==> src/rtl/polar_enc_pkg.sv <==
// ============================================================================
// Module      : polar_enc_pkg
// Description : Elaboration-time helpers for the pipelined polar encoder
//               (stage count, frozen-mask popcount, info-to-u index map).
// Revision    : 1.0 - initial release
// ============================================================================
`default_nettype none

package polar_enc_pkg;

    localparam int c_MAX_N = 64;

    function automatic int clog2(input int value);
        int r;
        r = 0;
        for (int i = 0; i < 31; i++) begin
            if ((1 << i) < value) begin
                r = i + 1;
            end
        end
        return r;
    endfunction

    function automatic int popcount(input logic [c_MAX_N-1:0] mask);
        int cnt;
        cnt = 0;
        for (int i = 0; i < c_MAX_N; i++) begin
            cnt += int'(mask[i]);
        end
        return cnt;
    endfunction

    // Position in u of the j-th unfrozen index (ascending); -1 if absent.
    function automatic int info_index(input logic [c_MAX_N-1:0] mask,
                                      input int n, input int j);
        int cnt;
        int result;
        cnt    = 0;
        result = -1;
        for (int i = 0; i < c_MAX_N; i++) begin
            if (i < n && !mask[i]) begin
                if (cnt == j && result < 0) begin
                    result = i;
                end
                cnt++;
            end
        end
        return result;
    endfunction

endpackage

`default_nettype wire

==> src/rtl/polar_enc_stage.sv <==
// ============================================================================
// Module      : polar_enc_stage
// Description : One registered butterfly layer of the polar transform at
//               distance D, carrying a valid bit and holding when !i_adv.
// Revision    : 1.0 - initial release
// ============================================================================
`default_nettype none

module polar_enc_stage #(
    parameter int N = 8,
    parameter int D = 1
) (
    input  logic         clk,
    input  logic         rst,
    input  logic         i_adv,
    input  logic         i_valid,
    input  logic [N-1:0] i_data,
    output logic         o_valid,
    output logic [N-1:0] o_data
);

    logic [N-1:0] w_x;
    logic         r_valid;
    logic [N-1:0] r_data;

    genvar i;
    generate
        for (i = 0; i < N; i++) begin : g_bfly
            if (((i / D) % 2) == 0) begin : g_upper
                assign w_x[i] = i_data[i] ^ i_data[i+D];
            end else begin : g_lower
                assign w_x[i] = i_data[i];
            end
        end
    endgenerate

    always_ff @(posedge clk or posedge rst) begin
        if (rst) begin
            r_valid <= 1'b0;
            r_data  <= '0;
        end else if (i_adv) begin
            r_valid <= i_valid;
            r_data  <= w_x;
        end
    end

    assign o_valid = r_valid;
    assign o_data  = r_data;

endmodule

`default_nettype wire

==> src/rtl/polar_encoder_pipe.sv <==
// ============================================================================
// Module      : polar_encoder_pipe
// Description : Pipelined non-systematic polar encoder: frozen-bit mapper
//               register followed by log2(N) registered butterfly stages.
// Revision    : 1.0 - initial release
// ============================================================================
`default_nettype none

module polar_encoder_pipe
    import polar_enc_pkg::*;
#(
    parameter int           N           = 8,
    parameter int           K           = 4,
    parameter logic [N-1:0] FROZEN_MASK = 8'b0001_0111
) (
    input  logic         clk,
    input  logic         rst,
    input  logic         en,
    input  logic         in_valid,
    output logic         in_ready,
    input  logic [K-1:0] info_in,
    output logic         out_valid,
    input  logic         out_ready,
    output logic [N-1:0] codeword
);

    localparam int                   c_STAGES   = clog2(N);
    localparam logic [c_MAX_N-1:0]   c_MASK_EXT = c_MAX_N'(FROZEN_MASK);

    generate
        if (N < 8 || N > c_MAX_N || (N & (N - 1)) != 0) begin : g_bad_n
            $error("polar_encoder_pipe: N must be a power of two in 8..64");
        end
        if (K < 1 || K > N) begin : g_bad_k
            $error("polar_encoder_pipe: K must be in 1..N");
        end
        if ((N - popcount(c_MASK_EXT)) != K) begin : g_bad_mask
            $error("polar_encoder_pipe: FROZEN_MASK zero count differs from K");
        end
    endgenerate

    logic                         w_adv;
    logic [N-1:0]                 w_u;
    logic [N-1:0]                 r_u;
    logic                         r_u_valid;
    logic [c_STAGES:0][N-1:0]     w_data;
    logic [c_STAGES:0]            w_valid;

    // The whole pipe moves only when the output slot is empty or draining.
    assign w_adv    = en && !(out_valid && !out_ready);
    assign in_ready = w_adv;

    genvar i, j, s;
    generate
        for (i = 0; i < N; i++) begin : g_frozen
            if (FROZEN_MASK[i]) begin : g_zero
                assign w_u[i] = 1'b0;
            end
        end
        for (j = 0; j < K; j++) begin : g_map
            localparam int c_IDX = info_index(c_MASK_EXT, N, j);
            assign w_u[c_IDX] = info_in[j];
        end
    endgenerate

    // Bubbles load zeros so idle stages carry deterministic data.
    always_ff @(posedge clk or posedge rst) begin
        if (rst) begin
            r_u_valid <= 1'b0;
            r_u       <= '0;
        end else if (w_adv) begin
            r_u_valid <= in_valid;
            r_u       <= in_valid ? w_u : '0;
        end
    end

    assign w_data[0]  = r_u;
    assign w_valid[0] = r_u_valid;

    generate
        for (s = 0; s < c_STAGES; s++) begin : g_stage
            polar_enc_stage #(
                .N (N),
                .D (1 << s)
            ) u_stage (
                .clk     (clk),
                .rst     (rst),
                .i_adv   (w_adv),
                .i_valid (w_valid[s]),
                .i_data  (w_data[s]),
                .o_valid (w_valid[s+1]),
                .o_data  (w_data[s+1])
            );
        end
    endgenerate

    assign out_valid = w_valid[c_STAGES];
    assign codeword  = w_data[c_STAGES];

endmodule

`default_nettype wire

==> config.mk <==
export PLATFORM = sky130hd
export DESIGN_NAME = polar_encoder_pipe
export DESIGN_NICKNAME = d
export VERILOG_FILES = /design/src/rtl/polar_enc_pkg.sv /design/src/rtl/polar_enc_stage.sv /design/src/rtl/polar_encoder_pipe.sv
export SDC_FILE = /design/constraint.sdc
export NUM_CORES = 1
export LEC_CHECK = 0
export BUFFER_PORTS_ARGS = -buffer_cell sky130_fd_sc_hd__buf_2
export CORE_AREA = 3 3 52 63
export CTS_CLUSTER_SIZE = 24
export DETAILED_ROUTE_END_ITERATION = 8
export DIE_AREA = 0 0 55 66
export GPL_TIMING_DRIVEN = 1
export SYNTH_ARGS = -nofsm -noshare
export SYNTH_HDL_FRONTEND = slang
export SYNTH_SLANG_ARGS = --single-unit
==> constraint.sdc <==
create_clock -name clk -period 1.6 [get_ports clk]
set_input_delay 0.16 -clock clk [delete_from_list [all_inputs] [get_ports clk]]
set_output_delay 0.16 -clock clk [all_outputs]
set_load 0.005 [all_outputs]
### After elaboration in Yosys (flattened, before gate mapping)

Cells that the tools add are included.

* reductions and logical operators: 4
* bitwise gates (word level): 12
* multiplexer cells: 1

Operator list (count)
* 1-bit XOR: 12
* 8-bit 2-to-1 mux: 1
* 1-bit logical AND: 2
* 1-bit logical NOT: 2

* register bits: 36
* word-level logic and storage cells: 25
* input bits: 9
* output and inout bits: 10

### Logic depth before layout (Yosys ltp)

Gate-level depths: netlist (run 1).

* depth in word-level cells: 4
* depth in mapped cells: 4

### Modules after synthesis

Synthesis (run 1) repeated with hierarchy kept, for this count alone.

* cell total of the unflattened synthesis: 107
* area, all modules: 1363.8 sq um

By module, submodules not included
* polar_enc_stage: sequential area each 225.2 sq um, area each 374.1 sq um, cells each 28, times used 3
* polar_encoder_pipe: sequential area each 125.1 sq um, area each 241.5 sq um, cells each 23, times used 1

### Worst setup path after synthesis (run 1)

OpenSTA, ideal clock, no wires.

* path kind: reg-to-reg
* from: reg g_stage[2].u_stage.r_valid
* to: reg g_stage[0].u_stage.r_data[3]
* data required time: 1475 ps
* period minus slack after synthesis: 1285 ps
* slack: 315 ps
* data arrival time: 1160 ps
* stages on the path, launching flop included: 5
* buffers on the path: 1
* cells stage by stage: dfrtp_1 > inv_1 > o21ai_4 > buf_6 > mux2_2

* word-level cells in the longest chain between the ends: 3

Ends and longest elaborated chain
* start: declaration: line polar_enc_stage.sv:23 `logic r_valid;`
* start signal: assignment: line polar_enc_stage.sv:42 `r_valid <= i_valid;`
* 1-bit logical AND: line polar_encoder_pipe.sv:50 `assign w_adv = en && !(out_valid && !out_ready);`
* 1-bit logical NOT: line polar_encoder_pipe.sv:50
* 1-bit logical AND: line polar_encoder_pipe.sv:50
* end signal: assignment: line polar_enc_stage.sv:43 `r_data <= w_x;`
* end: declaration: line polar_enc_stage.sv:24 `logic [N-1:0] r_data;`

No other way between the ends.
A chain may end at the register's enable or synchronous reset.

### Worst setup path after layout (run 1)

* from: reg g_stage[2].u_stage.r_valid
* to: out in_ready

* word-level cells in the longest chain between the ends: 3

Ends and longest elaborated chain
* 1-bit logical AND: line polar_encoder_pipe.sv:50
* 1-bit logical NOT: line polar_encoder_pipe.sv:50
* 1-bit logical AND: line polar_encoder_pipe.sv:50
* end: declaration: line polar_encoder_pipe.sv:20 `output logic in_ready,`

No other way between the ends.

==> results.sh, run 1 <==
export IMPL_r2r_setup_slack_ps=320
export IMPL_r2r_end="g_stage[1].u_stage.o_data[6]"
export IMPL_grt_pass1_wl_mm=2.48
export IMPL_synth_common_cells="dfrtp_1, mux2_2, inv_1, xor2_1"
export IMPL_tightest_slew_ps=314
export IMPL_initial_utilization_pct=38.3
export IMPL_powerDensity_mw_per_mm2=1630
export IMPL_synthMuxAreaShare_pct=26.6
export IMPL_cts_sinks=25
export IMPL_syn_area_mm2=0.00107
export IMPL_root_buffer="clkbuf_4"
export IMPL_antenna_found_initial=0
export IMPL_ys_ff_latch=25
export IMPL_finalSetupViolations=0
export IMPL_dieWidth_um=55
export IMPL_routed_wl_mm=1.48
export IMPL_cts_tree="yes"
export IMPL_clkLatencyLatePin_ps=310
export IMPL_gp_congestion=0.673
export IMPL_status="finished, final reports clean"
export IMPL_skew_ps=8.02
export IMPL_r2r_start="g_stage[2].u_stage.o_valid"
export IMPL_cp_endpoint="in_ready"
export IMPL_vdd_drop_max_mv=0.655
export IMPL_path_common_cell="inv_1"
export IMPL_cts_resized_gates=0
export IMPL_crit_fanout=5
export IMPL_maxSlewViolCount=0
export IMPL_end_kind="output pin"
export IMPL_drt_initial_drc_count=12
export IMPL_overflow=0
export IMPL_ys_seq_area_share_pct=58.6
export IMPL_synth_area_leaders="dfrtp_1, mux2_2, mux2_4"
export IMPL_coreArea_mm2=0.00279
export IMPL_hold_viol_final=0
export IMPL_pre_cts_slack_ps=342
export IMPL_fin_crit_sh_pct=90.1
export IMPL_holdWs_ps=61.3
export IMPL_syn_num_nets=82
export IMPL_final_setup_tns_ps=0
export IMPL_numCtsBuffers=3
export IMPL_antenna_cells=0
export IMPL_crit_start="g_stage[2].u_stage.o_valid"
export IMPL_ys_types=11
export IMPL_yosys_warnings=0
export IMPL_critPathTopFamily="buffers and inverters"
export IMPL_synth_xor_area_share_pct=5.74
export IMPL_p_leak_nw=0.651
export IMPL_die_h_um=66
export IMPL_r2r_cells=4
export IMPL_yosysMostFrequentCell="dfrtp_1"
export IMPL_fp_row_count=21
export IMPL_cp_data_required_time_ps=1440
export IMPL_vias=580
export IMPL_path_cells="inv_1, o21ai_4, buf_4, inv_1, buf_2"
export IMPL_synth_compound_area_share_pct=2.34
export IMPL_fin_crit_ps=1440
export IMPL_area_growth_pct=16.8
export IMPL_rsz0062_at_grt="no"
export IMPL_drive_gt1_share_pct=47.9
export IMPL_layout_setup_ws_ps=158
export IMPL_wl_per_cell_um=11.4
export IMPL_syn_area_per_cell_um2=14.6
export IMPL_synthSimpleGateAreaFrac_pct=1.76
export IMPL_grt_pass1_vias=562
export IMPL_path_depth=5
export IMPL_cts_setup_buffers=0
export IMPL_nets=106
export IMPL_max_clock_path_buffers=2
export IMPL_clock_fmax_ghz=0.693
export IMPL_fin_util_pct=44.7
export IMPL_cp_start_kind="flop"
export IMPL_portBuffers=18
export IMPL_synth_largest_area_cell="dfrtp_1"
export IMPL_die_area_mm2=0.00363
export IMPL_path_clk_slew_ps=140
export IMPL_grt_max_degree=26
export IMPL_cp_slowest_stage_delay_ps=380
export IMPL_max_slew_margin_pct=79.1
export IMPL_h_tree_depth=1
export IMPL_min_path_type="input port to flop"
export IMPL_cp_num_buf_inv=4
export IMPL_synth_top_family_by_area="multiplexers"
export IMPL_drc=0
export IMPL_drt_first_pass_iters=2
export IMPL_ios=19
export IMPL_ys_async_sr_fraction_pct=100
export IMPL_syn_inst=73
export IMPL_synth_edf_count=0
export IMPL_cp_arrival_ps=1280
export IMPL_yosysTopAreaCellShare_pct=58.6
export IMPL_path_class="flop to output pin"
export IMPL_dp_hpwl_mm=1.05
export IMPL_drv_cap=0
export IMPL_synthAdderAreaFrac_pct=0
export IMPL_synthFlopType="dfrtp_1"
export IMPL_track_usage_pct=9.72
export IMPL_ant_nets=0
export IMPL_post_drt_via_cell_ratio=4.46
export IMPL_cp_slowest_cell="dfrtp_1"
-- what timing repair did --
action / CTS / global route
setup endpoints to repair: 0 / 0
hold endpoints to repair: 25 / 0
hold buffers: 1 / 0
-- cell families (layout without fill, tap and decap cells) --
kind of cell / after synthesis / in the layout
compound gates: 2 / 2
flops: 25 / 25
xor+xnor: 7 / 7
buf+inv: 10 / 33
simple gates: 5 / 5
mux: 24 / 24
-- stage by stage --
step	area (µm²)	power (mW)	cells
CTS	1250	2.07	130
finish	1250	2.03	130
floorplan	1070	1.57	73
global placement	1210	1.76	125
global route	1250	2.18	130
detailed placement	1210	1.78	125
-- cells in the final DEF (no fill, tap or decap) --
cell / n
inv_1: 7
dlygate4sd3_1: 1
xor2_1: 7
buf_2: 18
o21ai_4: 1
buf_12: 1
mux2_2: 15
a22o_1: 1
mux2_4: 5
mux2i_1: 4
clkbuf_4: 3
nand2_1: 5
clkinv_2: 1
buf_4: 2
dfrtp_1: 25
-- flip-flops by register name, summed over array words and instances, names as in the netlist --
name	cells
r_u	4
g_stage.u_stage.o_data	17
g_stage.u_stage.o_valid	3
r_u_valid	1
-- power by group --
part           total (mW)  internal (mW)  switching (mW)
registers            1.08          0.896           0.182
logic               0.669          0.447           0.222
clock network       0.278         0.0934           0.184
-- how the worst min path moves through the flow --
| stage | startpoint | endpoint | slack (ps) | depth (start not counted) |
|---|---|---|---|---|
| floorplan | rst | g_stage[0].u_stage.o_data[3] | 190 | 1 |
| global placement | rst | g_stage[0].u_stage.o_valid | 220 | 3 |
| detailed placement | rst | g_stage[0].u_stage.o_valid | 230 | 3 |
| CTS | info_in[0] | r_u[3] | 50 | 3 |
| global route | info_in[3] | r_u[7] | 60 | 3 |
| finish | info_in[0] | r_u[3] | 60 | 3 |
-- worst min-delay path: stages --
cell	delay (ps)
buf_2	90
nand2_1	50
mux2i_1	50
-- final cells by class --
| class | instances | area (µm²) |
|---|---|---|
| Clock buffer | 3 | 22.5 |
| Timing Repair Buffer | 22 | 135 |
| Sequential cell | 25 | 626 |
| Fill cell | 297 | 1540 |
| Clock inverter | 1 | 5.00 |
| Inverter | 7 | 26.3 |
| Multi-Input combinational cell | 38 | 389 |
| Tap cell | 34 | 42.5 |
-- metal layers --
layer  track usage [%]  vias to the layer above  wire, µm
met4              6.38                        0        19
li1                  -                      287         -
met1              12.0                      282       636
met5                 0                        -         0
met2              14.8                        9       751
met3              2.03                        2        68
Note: power is estimated with default switching activity, not from simulation.
==> run 2, diff against run 1 <==
--- a/config.mk
+++ b/config.mk
@@ -6,11 +6,12 @@
 export NUM_CORES = 1
 export LEC_CHECK = 0
 export BUFFER_PORTS_ARGS = -buffer_cell sky130_fd_sc_hd__buf_2
-export CORE_AREA = 3 3 52 63
+export CORE_AREA = 2 2 51 62
 export CTS_CLUSTER_SIZE = 24
 export DETAILED_ROUTE_END_ITERATION = 8
-export DIE_AREA = 0 0 55 66
+export DIE_AREA = 0 0 53 64
 export GPL_TIMING_DRIVEN = 1
 export SYNTH_ARGS = -nofsm -noshare
 export SYNTH_HDL_FRONTEND = slang
 export SYNTH_SLANG_ARGS = --single-unit
+export TNS_END_PERCENT = 10
==> results.sh, run 2 (same netlist as run 1, synthesis figures left out) <==
export IMPL_end_kind="output pin"
export IMPL_h_tree_depth=1
export IMPL_die_area_mm2=0.00339
export IMPL_drt_initial_drc_count=9
export IMPL_cts_resized_gates=0
export IMPL_track_usage_pct=10.6
export IMPL_final_common_cell="dfrtp_1"
export IMPL_fillerInstances=277
export IMPL_numCtsBuffers=3
export IMPL_min_path_type="input port to flop"
export IMPL_path_clk_slew_ps=130
export IMPL_drive_gt1_share_pct=47.9
export IMPL_wl_met3_um=48
export IMPL_fin_crit_ps=1430
export IMPL_die_h_um=64
export IMPL_cp_data_required_time_ps=1440
export IMPL_cts_setup_buffers=0
export IMPL_cts_tree="yes"
export IMPL_vdd_drop_max_mv=0.707
export IMPL_maxSlewViolCount=0
export IMPL_drv_cap=0
export IMPL_antenna_found_initial=0
export IMPL_coreArea_mm2=0.00276
export IMPL_hold_viol_final=0
export IMPL_fp_row_count=21
export IMPL_final_setup_tns_ps=0
export IMPL_dp_hpwl_mm=1.06
export IMPL_nets=106
export IMPL_cts_sinks=25
export IMPL_gp_congestion=0.670
export IMPL_drt_first_pass_iters=2
export IMPL_highest_layer="met4"
export IMPL_initial_utilization_pct=38.7
export IMPL_fin_crit_sh_pct=89.4
export IMPL_clkLatencyLatePin_ps=310
export IMPL_clock_fmax_ghz=0.699
export IMPL_crit_fanout=5
export IMPL_hold_depth=3
export IMPL_rsz0062_at_grt="no"
export IMPL_powerDensity_mw_per_mm2=1620
export IMPL_overflow=0
export IMPL_fin_util_pct=45.2
export IMPL_vias=604
export IMPL_m1WireLength_um=611
export IMPL_ant_nets=0
export IMPL_p_total_mw=2.02
export IMPL_finalSetupViolations=0
export IMPL_max_slew_margin_pct=79.2
export IMPL_antenna_cells=0
export IMPL_grt_pass1_wl_mm=2.70
export IMPL_drc=0
export IMPL_status="finished, final reports clean"
export IMPL_ios=19
export IMPL_post_drt_via_cell_ratio=4.65
export IMPL_path_class="flop to output pin"
export IMPL_placed_area_mm2=0.00121
export IMPL_final_cell_area_mm2=0.00125
export IMPL_wl_per_cell_um=11.3
export IMPL_grt_pass1_vias=651
export IMPL_tightest_slew_ps=312
export IMPL_postCtsHoldBufs=1
export IMPL_cp_start_kind="flop"
export IMPL_grt_max_degree=26
export IMPL_p_leak_nw=0.651
export IMPL_final_cell_mix="dfrtp_1, buf_2, mux2_2"
export IMPL_routed_wl_mm=1.47
export IMPL_r2r_cells=4
export IMPL_wl_met2_um=769
export IMPL_dieWidth_um=53
export IMPL_max_clock_path_buffers=2
export IMPL_root_buffer="clkbuf_4"
export IMPL_skew_ps=4.82
export IMPL_largest_reg_flops=17
export IMPL_portBuffers=18
export IMPL_area_growth_pct=16.8
export IMPL_cp_arrival_ps=1270
## run 2: cell counts in the layout (fill, tap and decap cells not counted)
Identical to the previous run, type by type.
## run 2: metrics by stage
step           setup WS, ps  hold slack [ps]  std cells
4_1_cts                 136             57.7        130
3_5_place_dp            339              230        125
6_report                169             69.5        130
2_1_floorplan           315              187         73
5_1_grt                59.5             58.3        130
3_3_place_gp            368              221        125
## run 2: layer usage
metal | vias to the layer above | track usage, %
met5 | - | 0
met4 | 0 | 5.77
met3 | 5 | 1.40
met2 | 11 | 18.3
met1 | 304 | 12.3
li1 | 284 | -
## run 2: final timing paths
kind	start	slack (ps)	endpoint
setup / recovery	g_stage[2].u_stage.o_valid	170	in_ready
hold / removal	info_in[2]	70	r_u[6]
setup reg to reg	g_stage[2].u_stage.o_valid	330	g_stage[2].u_stage.o_data[6]
hold reg to reg	g_stage[2].u_stage.o_data[5]	510	g_stage[2].u_stage.o_data[5]
max in group asynchronous	rst	950	g_stage[2].u_stage.o_data[7]
min in group asynchronous	rst	410	g_stage[2].u_stage.o_valid
## run 2: area by class of cell
type	instances	area, µm²	area share, %
Clock inverter	1	5.00	0.402
Sequential cell	25	626	50.2
Tap cell	34	42.5	3.41
Multi-Input combinational cell	38	389	31.2
Timing Repair Buffer	22	135	10.8
Inverter	7	26.3	2.11
Clock buffer	3	22.5	1.81
## run 2: where the power goes
part	internal, mW	switching, mW	leakage (nW)
combinational	0.447	0.223	0.325
sequential	0.897	0.184	0.308
clock	0.0936	0.180	0.0177
total	1.44	0.587	0.651
## run 2: worst max-delay path, cell delays in order, from the launching register on
cell	delay, ps
dfrtp_1	380
inv_1	70
o21ai_4	180
buf_4	180
inv_1	40
buf_2	110
==> run 3, diff against run 2 <==
--- a/config.mk
+++ b/config.mk
@@ -5,11 +5,11 @@
 export SDC_FILE = /design/constraint.sdc
 export NUM_CORES = 1
 export LEC_CHECK = 0
-export BUFFER_PORTS_ARGS = -buffer_cell sky130_fd_sc_hd__buf_2
 export CORE_AREA = 2 2 51 62
 export CTS_CLUSTER_SIZE = 24
 export DETAILED_ROUTE_END_ITERATION = 8
 export DIE_AREA = 0 0 53 64
+export DONT_BUFFER_PORTS = 1
 export GPL_TIMING_DRIVEN = 1
 export SYNTH_ARGS = -nofsm -noshare
 export SYNTH_HDL_FRONTEND = slang
==> constraint.sdc (replaced) <==
create_clock -name clk -period 1.35 [get_ports clk]
set_input_delay 0.135 -clock clk [delete_from_list [all_inputs] [get_ports clk]]
set_output_delay 0.135 -clock clk [all_outputs]
set_load 0.005 [all_outputs]
==> results.sh, run 3 (same netlist as run 1, synthesis figures left out) <==
export IMPL_nets=96
export IMPL_clock_fmax_ghz=0.782
export IMPL_cp_data_required_time_ps=1550
export IMPL_max_slew_margin_pct=79.4
export IMPL_fin_crit_sh_pct=94.7
export IMPL_dieWidth_um=53
export IMPL_skew_ps=2.68
export IMPL_min_path_type="input port to flop"
export IMPL_fillerInstances=262
export IMPL_vdd_drop_max_mv=0.780
export IMPL_r2r_cells=4
export IMPL_ant_nets=0
export IMPL_h_tree_depth=1
export IMPL_dp_hpwl_mm=1.02
export IMPL_status="finished, final reports clean"
export IMPL_grt_pass1_wl_mm=2.55
export IMPL_end_kind="flop"
export IMPL_tightest_slew_ps=309
export IMPL_portBuffers=0
export IMPL_initial_utilization_pct=38.7
export IMPL_final_common_cell="dfrtp_1"
export IMPL_maxSlewViolCount=0
export IMPL_post_drt_via_cell_ratio=4.60
export IMPL_path_class="flop to flop"
export IMPL_drc=0
export IMPL_antenna_cells=0
export IMPL_numCtsBuffers=3
export IMPL_path_cells="inv_1, o21ai_4, buf_12, mux2_2"
export IMPL_hold_depth=2
export IMPL_area_growth_pct=15.2
export IMPL_cp_slowest_cell="dfrtp_1"
export IMPL_final_setup_tns_ps=0
export IMPL_gp_congestion=0.669
export IMPL_p_leak_nw=0.608
export IMPL_drt_initial_drc_count=8
export IMPL_stdcell_count=120
export IMPL_ios=19
export IMPL_final_cell_mix="dfrtp_1, mux2_2, inv_1, xor2_1, dlygate4sd3_1"
export IMPL_cts_tree="yes"
export IMPL_clkLatencyLatePin_ps=300
export IMPL_wl_per_cell_um=12.4
export IMPL_antenna_found_initial=0
export IMPL_vias=552
export IMPL_coreArea_mm2=0.00276
export IMPL_placed_area_mm2=0.00113
export IMPL_drt_first_pass_iters=4
export IMPL_path_clk_slew_ps=120
export IMPL_routed_wl_mm=1.48
export IMPL_grt_pass1_vias=583
export IMPL_root_buffer="clkbuf_4"
export IMPL_track_usage_pct=10.2
export IMPL_rsz0062_at_grt="no"
export IMPL_crit_fanout=22
export IMPL_fin_crit_ps=1280
export IMPL_cp_slowest_stage_delay_ps=380
export IMPL_finalSetupViolations=0
export IMPL_powerDensity_mw_per_mm2=1900
export IMPL_drv_cap=0
export IMPL_place_inst=108
export IMPL_cp_arrival_ps=1480
export IMPL_hold_viol_final=0
export IMPL_final_cell_area_mm2=0.00123
export IMPL_largest_reg_flops=17
export IMPL_cp_start_kind="flop"
export IMPL_grt_max_degree=26
export IMPL_overflow=0
export IMPL_die_area_mm2=0.00339
export IMPL_fp_row_count=21
export IMPL_die_h_um=64
export IMPL_drive_gt1_share_pct=33.7
export IMPL_max_clock_path_buffers=2
export IMPL_cts_resized_gates=0
export IMPL_cts_sinks=25
## run 3: changes by cell type in the layout (fill, tap and decap cells not counted), sizes merged
cell | before | now
clkinv | 1 | 0
clkbuf | 3 | 4
buf | 21 | 5
dlygate4sd3 | 1 | 7
## run 3: cell type report
cell class / instances / area, µm² / area share, %
multi-input cells: 38 / 389 / 31.6
well taps: 34 / 42.5 / 3.46
clock buffers: 4 / 26.3 / 2.14
repair buffers: 12 / 120 / 9.77
inverters: 7 / 26.3 / 2.14
flip-flops and latches: 25 / 626 / 50.9
## run 3: routing by layer
| metal | part of all wire (%) | track usage [%] | vias to the layer above |
|---|---|---|---|
| met5 | 0 | 0 | - |
| li1 | - | - | 267 |
| met4 | 2.0 | 5.77 | 0 |
| met1 | 43 | 10.9 | 271 |
| met3 | 3.2 | 2.10 | 4 |
| met2 | 52 | 18.0 | 10 |
## run 3: where the power goes
group / internal (mW) / leakage (nW) / switching [mW]
clock: 0.115 / 0.0150 / 0.201
combinational: 0.478 / 0.285 / 0.223
sequential: 1.06 / 0.308 / 0.254
total: 1.66 / 0.608 / 0.678
## run 3: stage by stage
stage / hold WS (ps) / total power [mW] / setup WS, ps / util (%)
floorplan: 162 / 1.86 / 64.9 / -
global placement: 93.7 / 1.99 / 127 / 40.8
detailed placement: 92.9 / 2.02 / 79.6 / 40.8
CTS: 4.30 / 2.36 / 58.2 / 44.3
global route: 6.76 / 2.51 / 15.3 / 44.6
finish: 13.0 / 2.34 / 71.4 / 44.6
## run 3: repair_timing
| action | in CTS | in global routing |
|---|---|---|
| setup buffers | 0 | 1 |
| endpoints found under the setup margin | 0 | 1 |
| hold buffers | 7 | 0 |
| endpoints found under the hold margin | 31 | 0 |
## run 3: critical path, delay by kind of cell, from the launching register on
kind	cells	cell delay, ps
buf+inv	2	270
compound gates	1	180
mux	1	350
flops	1	380
## run 3: worst paths after layout
path,from,endpoint,slack [ps]
min in group asynchronous,rst,r_u_valid,300
min,en,g_stage[2].u_stage.o_valid,10
min reg2reg,r_u_valid,g_stage[0].u_stage.o_valid,520
max,g_stage[2].u_stage.o_valid,g_stage[1].u_stage.o_data[4],70
max reg2reg,g_stage[2].u_stage.o_valid,g_stage[1].u_stage.o_data[4],70
max in group asynchronous,rst,g_stage[2].u_stage.o_data[5],810
